[config.mk]
export PLATFORM = sky130hd
export DESIGN_NAME = i2c_bit_timer
export DESIGN_NICKNAME = d
export VERILOG_FILES = /design/src/rtl/i2c_bit_timer.sv
export SDC_FILE = /design/constraint.sdc
export NUM_CORES = 1
export LEC_CHECK = 0
export CAP_MARGIN = 15
export CORE_MARGIN = 5
export CORE_UTILIZATION = 42
export DETAILED_ROUTE_END_ITERATION = 12
export GPL_ROUTABILITY_DRIVEN = 0
export HOLD_SLACK_MARGIN = 0.08
export PLACE_DENSITY = 0.8
export RECOVER_POWER = 50
export SYNTH_ARGS = -nofsm -noshare
export SYNTH_HDL_FRONTEND = slang
export SYNTH_SLANG_ARGS = --single-unit
[constraint.sdc]
create_clock -name clk -period 1.5 [get_ports clk]
set_input_delay 0.15 -clock clk [delete_from_list [all_inputs] [get_ports clk]]
set_output_delay 0.15 -clock clk [all_outputs]
set_load 0.005 [all_outputs]
[src/rtl/i2c_bit_timer.sv]
// i2c_bit_timer: tracks SCL edges inside an I2C frame and issues the one-cycle
// strobes that the slave controller uses (byte_received, ack_prep,
// check_ack, ack_done). It also provides the running data-bit count.
// Optional build macro I2C_BIT_TIMER_ERR_EN adds a proto_err output. That
// output pulses when a START or STOP cuts a data byte short.
module i2c_bit_timer #(
    parameter int unsigned BITS_PER_BYTE = 8   // legal range 2..15
) (
    input  logic       clk,
    input  logic       n_rst,
    input  logic       start_found,
    input  logic       stop_found,
    input  logic       rising_edge_found,
    input  logic       falling_edge_found,
    output logic       byte_received,
    output logic       ack_prep,
    output logic       check_ack,
    output logic       ack_done,
    output logic [3:0] bit_count,
    output logic       busy
`ifdef I2C_BIT_TIMER_ERR_EN
    ,
    output logic       proto_err
`endif
);

    localparam logic [3:0] LAST_BIT = 4'(BITS_PER_BYTE);

    typedef enum logic [2:0] {
        ST_IDLE,
        ST_DATA,
        ST_WAIT_LOW,
        ST_ACK_HIGH,
        ST_ACK_LOW
    } state_e;

    state_e     state_q, state_d;
    logic [3:0] bit_count_q, bit_count_d;
    logic       byte_received_q, byte_received_d;
    logic       ack_prep_q, ack_prep_d;
    logic       check_ack_q, check_ack_d;
    logic       ack_done_q, ack_done_d;
    logic       busy_q, busy_d;

    // A rise and a fall reported in the same cycle are a glitch, so both are dropped.
    logic rise_ok, fall_ok;
    assign rise_ok = rising_edge_found & ~falling_edge_found;
    assign fall_ok = falling_edge_found & ~rising_edge_found;

    // Next-state and strobe decode. Priority is STOP, then START, then SCL edges.
    always_comb begin
        // NOTE: every always_comb output gets a default first so no path can infer a latch.
        state_d         = state_q;
        bit_count_d     = bit_count_q;
        byte_received_d = 1'b0;
        ack_prep_d      = 1'b0;
        check_ack_d     = 1'b0;
        ack_done_d      = 1'b0;

        if (stop_found) begin
            state_d     = ST_IDLE;
            bit_count_d = 4'd0;
        end else if (start_found) begin
            state_d     = ST_DATA;
            bit_count_d = 4'd0;
        end else begin
            unique case (state_q)
                ST_IDLE: ;
                ST_DATA: begin
                    if (rise_ok && bit_count_q < LAST_BIT) begin
                        bit_count_d = bit_count_q + 4'd1;
                        if (bit_count_q + 4'd1 == LAST_BIT) begin
                            byte_received_d = 1'b1;
                            state_d         = ST_WAIT_LOW;
                        end
                    end
                end
                ST_WAIT_LOW: begin
                    if (fall_ok) begin
                        ack_prep_d = 1'b1;
                        state_d    = ST_ACK_HIGH;
                    end
                end
                ST_ACK_HIGH: begin
                    if (rise_ok) begin
                        check_ack_d = 1'b1;
                        state_d     = ST_ACK_LOW;
                    end
                end
                ST_ACK_LOW: begin
                    if (fall_ok) begin
                        ack_done_d  = 1'b1;
                        bit_count_d = 4'd0;
                        state_d     = ST_DATA;
                    end
                end
                default: begin
                    state_d     = ST_IDLE;
                    bit_count_d = 4'd0;
                end
            endcase
        end

        busy_d = (state_d != ST_IDLE);
    end

    // State and registered outputs.
    always_ff @(posedge clk or negedge n_rst) begin
        // NOTE: reset is asynchronous so that every output drops the moment n_rst falls.
        if (!n_rst) begin
            state_q         <= ST_IDLE;
            bit_count_q     <= 4'd0;
            byte_received_q <= 1'b0;
            ack_prep_q      <= 1'b0;
            check_ack_q     <= 1'b0;
            ack_done_q      <= 1'b0;
            busy_q          <= 1'b0;
        end else begin
            // NOTE: non-blocking assignments so that all registers update together on the edge.
            state_q         <= state_d;
            bit_count_q     <= bit_count_d;
            byte_received_q <= byte_received_d;
            ack_prep_q      <= ack_prep_d;
            check_ack_q     <= check_ack_d;
            ack_done_q      <= ack_done_d;
            busy_q          <= busy_d;
        end
    end

    assign byte_received = byte_received_q;
    assign ack_prep      = ack_prep_q;
    assign check_ack     = check_ack_q;
    assign ack_done      = ack_done_q;
    assign bit_count     = bit_count_q;
    assign busy          = busy_q;

`ifdef I2C_BIT_TIMER_ERR_EN
    logic proto_err_q, proto_err_d;

    // A START or STOP that arrives while a data byte is only partly sampled aborts that frame.
    always_comb begin
        proto_err_d = (start_found | stop_found) && (state_q == ST_DATA) &&
                      (bit_count_q != 4'd0) && (bit_count_q < LAST_BIT);
    end

    // Register the abort pulse so that it lines up with the other strobes.
    always_ff @(posedge clk or negedge n_rst) begin
        if (!n_rst) proto_err_q <= 1'b0;
        else        proto_err_q <= proto_err_d;
    end

    assign proto_err = proto_err_q;
`endif

endmodule

Yosys cells after proc, flatten, opt, wreduce, memory -nomap -nowiden

Index checks and enable logic that the tools add are counted.

Word-level logic and storage cells: 55
Flip-flop bits (word level): 12
Output and inout port bits: 9
RAM bits: 0
Bits of input ports: 6
Memories: 0
Bits in latches: 0
Bits in read-only memories: 0

Reduce and logical (&&, ||, !) cells: 5
Bitwise logic cells: 4
Div/mod/pow operators: 0
Multipliers: 0
$add $sub $neg: 1
Shifts and indexed selects: 0
Mux-type cells: 29
Equal/unequal tests: 8
Magnitude comparators: 1

Operators with widths:

| cell                                                                     | count |
|---|---|
| 3-bit 2-to-1 mux                                                         | 7 |
| 1-bit 2-to-1 mux                                                         | 16 |
| 4-bit 2-to-1 mux                                                         | 4 |
| 3-bit one-hot mux with 5 select lines                                    | 1 |
| 4-bit one-hot mux with 3 select lines                                    | 1 |
| 4-bit inequality test (second input constant)                            | 2 |
| 3-bit by 2-bit == test with 1-bit output (second input constant)         | 2 |
| 4-bit by 1-bit adder with 4-bit output (second input constant)           | 1 |
| 4-bit == test (second input constant)                                    | 1 |
| 4-bit less-than comparator (second input constant)                       | 1 |
| 3-bit by 1-bit == test with 1-bit output (second input constant)         | 1 |
| 3-bit == test (second input constant)                                    | 1 |
| 3-bit zero test                                                          | 1 |
| 3-bit by 1-bit inequality test with 1-bit output (second input constant) | 1 |
| 3-bit AND reduction                                                      | 1 |
| 3-bit nonzero test                                                       | 1 |
| 3-bit OR reduction                                                       | 1 |
| 1-bit bitwise AND                                                        | 2 |
| 1-bit inverter                                                           | 2 |
| 1-bit logical AND                                                        | 1 |

Longest topological paths before layout

Depth in word-level cells: 8
Gate-level depth with buffers: 5
Depth with buffers taken out: 4

Worst setup path before layout

No wires, ideal clock.

Path kind: register to register
Start: register bit_count_q[0] (netlist: bit_count[0])
End: register busy_q (netlist: busy)
Path slack: 0.116 ns
Cell stages (with the launch flop): 5
Setup time: 0.086 ns
Buffers on the path: 0
Data arrival time: 1.298 ns
Clock period less this slack: 1.384 ns
Required time: 1.414 ns
Cells stage by stage: dfrtp_1 ha_1 and4b_4 o41a_1 o221ai_2

Cells in the longest elaborated chain, start to end: 8
Elaborated cells between the ends (all ways): 10
Those cells by class: add/sub (1); order compare (1); eq/ne (1); mux (5); reduce/logical (2)

Ends and longest elaborated chain:

| item                                      | RTL line | text |
|---|---|---|
| start: declaration                        | 38       | `logic [3:0] bit_count_q, bit_count_d;` |
| start signal: assignment                  | 121      | `bit_count_q <= bit_count_d;` |
| 4-bit by 1-bit adder with 4-bit output    | 72       | `if (bit_count_q + 4'd1 == LAST_BIT) begin` |
| 4-bit == test                             | 72       |  |
| 3-bit 2-to-1 mux                          | 72       |  |
| 3-bit 2-to-1 mux (*)                      | 70       | `if (rise_ok && bit_count_q < LAST_BIT) begin` |
| 3-bit one-hot mux with 5 select lines (*) | 67       | `unique case (state_q)` |
| 3-bit 2-to-1 mux (*)                      | 63       | `end else if (start_found) begin` |
| 3-bit 2-to-1 mux (*)                      | 60       | `if (stop_found) begin` |
| 3-bit nonzero test (*)                    | 104      | `busy_d = (state_d != ST_IDLE);` |
| named net busy_d                          | 43       | `logic busy_q, busy_d;` |
| end signal: assignment                    | 126      | `busy_q <= busy_d;` |
| end: declaration                          | 43       |  |

The timed path passes the listed nets; every way through them passes the cells marked *.
A chain may end at the register's enable or synchronous reset.

Worst setup path after layout

Ends and elaborated chain as after synthesis.

==> results.yml <==
yosys:
  ys_top_cells_by_count: "dfrtp_1, nor2_1, nand2_1, o21ai_1"
  ys_ff_latch: 12
  post-synth-top-count-cell: "dfrtp_1"
  yosysSeqAreaShare_pct: 46.5
  async_reset_ff_share_pct: 100
  yosysTopAreaCellShare_pct: 46.5
  synthDistinctLibCells: 33
  syn_area_per_cell_um2: 9.78
  synth_top_cell_by_area: "dfrtp_1"
  yosys_warnings: 0
  synthFlopType: "dfrtp_1"
  syn_area_um2: 646
  synth_edf_count: 0
  netlist_top_cells_area: "dfrtp_1, nor2_1, o21ai_1"
  syn-instance-count: 66
  synth_fp_nets: 73
timing:
  setup_viol: 0
  setup-tns-final_ns: 0
  rsz0062_at_grt: "yes"
  period_share_pct: 96.8
  max_freq_ghz: 0.688
  layout_setup_ws_ns: 0.0474
  finalMaxSlewViolations: 0
  clock_skew_ns: 0.00110
  hold_ws_ns: 0.297
  hold_viol: 0
  slew_headroom_pct: 63.7
  period_needed_ns: 1.45
  tightest_slew_ns: 0.542
critical_path:
  arrival_ns: 1.64
  path_class: "reg2reg"
  cp_top_family: "compound AO/OA/AOI/OAI gates"
  rr_endpoint: "busy"
  crit_path_max_fanout: 3
  path_buf_inv: 0
  worst_r2r_path_depth: 4
  path_cells: "and3_4 -> and4b_4 -> o41a_1 -> o221ai_2"
  worstSetupEndpointType: "register"
  slowest_stage: "dfrtp_2"
  slowest_delay_ns: 0.44
  cp_data_required_time_ns: 1.69
  start_kind: "register"
  reg2reg_slack_ns: 0.05
  rr_startpoint: "bit_count[0]"
route:
  drc_errors: 0
  ant_nets: 0
  wl_um: 1540
  routedWlPerCell_um: 14.9
  num_vias: 602
  routed_via_density: 5.84
  first_iter_violations: 33
  drt-pass1-iter-count: 4
  wl_met3_um: 101
  wl_met2_um: 753
  wl_met1_um: 651
  dr.max_layer_used: "met4"
clock_network:
  clock_sinks: 12
  clk_transition_reported_paths_ns: 0.08
  insertion_delay_ns: 0.27
  cts_root_buffer: "clkbuf_4"
  cts_tree: "built"
  cts_made_buffers: 3
  cts_buffer_depth: 2
  hold_buffers: 0
  htree_levels: 1
  cts_setup_buffers: 0
placement:
  io_buffers: 14
  hpwl_um: 1110
  place_ws_ns: -0.0890
cells_and_area:
  utilization_pct: 60.1
  nets: 95
  diodes: 0
  area_growth_pct: 38.6
  drive_gt1_share_pct: 21.8
flow_run:
  maxCapViolCount: 0
pwr:
  cellLeakagePower_nw: 0.401
  max-vdd-ir-drop_mv: 0.458
  total_power_mw: 0.663
  power_density_nw_per_um2: 741
die:
  die_x_um: 49.2
  core-area_um2: 1490
  dieArea_um2: 2420
  ios: 15
  start_util_pct: 43.4
  rows: 14
  die_h_um: 49.2
grt:
  grt.overflow.total: 0
  grt_pass1_wl_um: 2700
  grt_usage_pct: 14.2
  grt_pass1_vias: 580
  grt_max_degree: 14
  antenna_found_initial: 0
outcome:
  outcome: "completed"
worst_hold_path:
  worstHoldPathType: "in2async"
==> sequential cells by signal, indices dropped and copies added, names as in the netlist <==
signal	count
ack_done	1
ack_prep	1
busy	1
check_ack	1
byte_received	1
bit_count	4
state_q	3
==> per-layer routing <==
layer | GRT usage, % | up-vias
met4 | 5.38 | 0
met2 | 22.5 | 25
met1 | 18.8 | 284
li1 | - | 287
met3 | 2.75 | 6
met5 | 0 | -
==> kinds of logic after synthesis <==
| logic type | synth area share (%) |
|---|---|
| mux | 1.55 |
| flops | 46.5 |
| simple gates | 30.2 |
| buf+inv | 1.94 |
| compound gates | 17.8 |
| fa+ha+maj | 1.94 |
==> cell usage in the layout, fill, tap and decap left out, drive strengths merged <==
| cell | netlist | final |
|---|---|---|
| clkdlybuf4s50 | 0 | 12 |
| dfrtp | 12 | 12 |
| nor2 | 9 | 9 |
| nand2 | 5 | 5 |
| o21ai | 5 | 5 |
| buf | 1 | 4 |
| clkbuf | 0 | 4 |
| nand2b | 3 | 3 |
| nand3 | 3 | 3 |
| and3 | 3 | 3 |
| inv | 2 | 2 |
| a31oi | 2 | 2 |
| nor3 | 2 | 2 |
| a21oi | 2 | 2 |
| nor2b | 1 | 1 |
| and4b | 1 | 1 |
| and2b | 1 | 1 |
| o41a | 1 | 1 |
| or2 | 1 | 1 |
| and3b | 1 | 1 |
| a22oi | 1 | 1 |
| nor3b | 1 | 1 |
| a221oi | 1 | 1 |
| o221ai | 1 | 1 |
| nor4 | 1 | 1 |
| o211a | 1 | 1 |
| nand4b | 1 | 1 |
| o22ai | 1 | 1 |
| o22a | 1 | 1 |
| mux2i | 1 | 1 |
| ha | 1 | 1 |
| dlygate4sd3 | 0 | 1 |
| dlymetal6s2s | 0 | 1 |
==> through the flow <==
stage	instances	area [µm²]
CTS	103	867
detailed placement	99	831
floorplan	66	646
global placement	99	831
finish	103	895
global route	103	895
==> worst register-to-register path, stage by stage (launching register included) <==
cell and delay [ns]:
dfrtp_2 0.44, and3_4 0.20, and4b_4 0.20, o41a_1 0.35, o221ai_2 0.18
==> power breakdown <==
group	leakage [nW]	internal (mW)	total [mW]	switching [mW]
combinational	0.219	0.0338	0.0741	0.0403
clock	0.0210	0.147	0.257	0.109
sequential	0.161	0.327	0.332	0.00469
total	0.401	0.509	0.663	0.154
==> area by class of cell <==
type                            count  area [µm²]
Tap cell                           16        20.0
Timing Repair Buffer               18         173
Multi-Input combinational cell     51         355
Clock buffer                        4        36.3
Sequential cell                    12         303
Fill cell                         117         594
Inverter                            2        7.51
==> worst max-delay path by stage <==
stage	from	end	depth (start not counted)
after floorplan	bit_count[0]	busy	4
after global placement	rising_edge_found	busy	5
after detailed placement	rising_edge_found	busy	5
after CTS	bit_count[0]	busy	4
after global routing	bit_count[0]	busy	4
final	bit_count[0]	busy	4
==> what timing repair did <==
item                       in CTS  in global routing
gates resized for setup         0                  7
hold endpoints to repair        0                  0
setup endpoints to repair       0                  4
No activity file was read; power rests on OpenSTA's default activity.
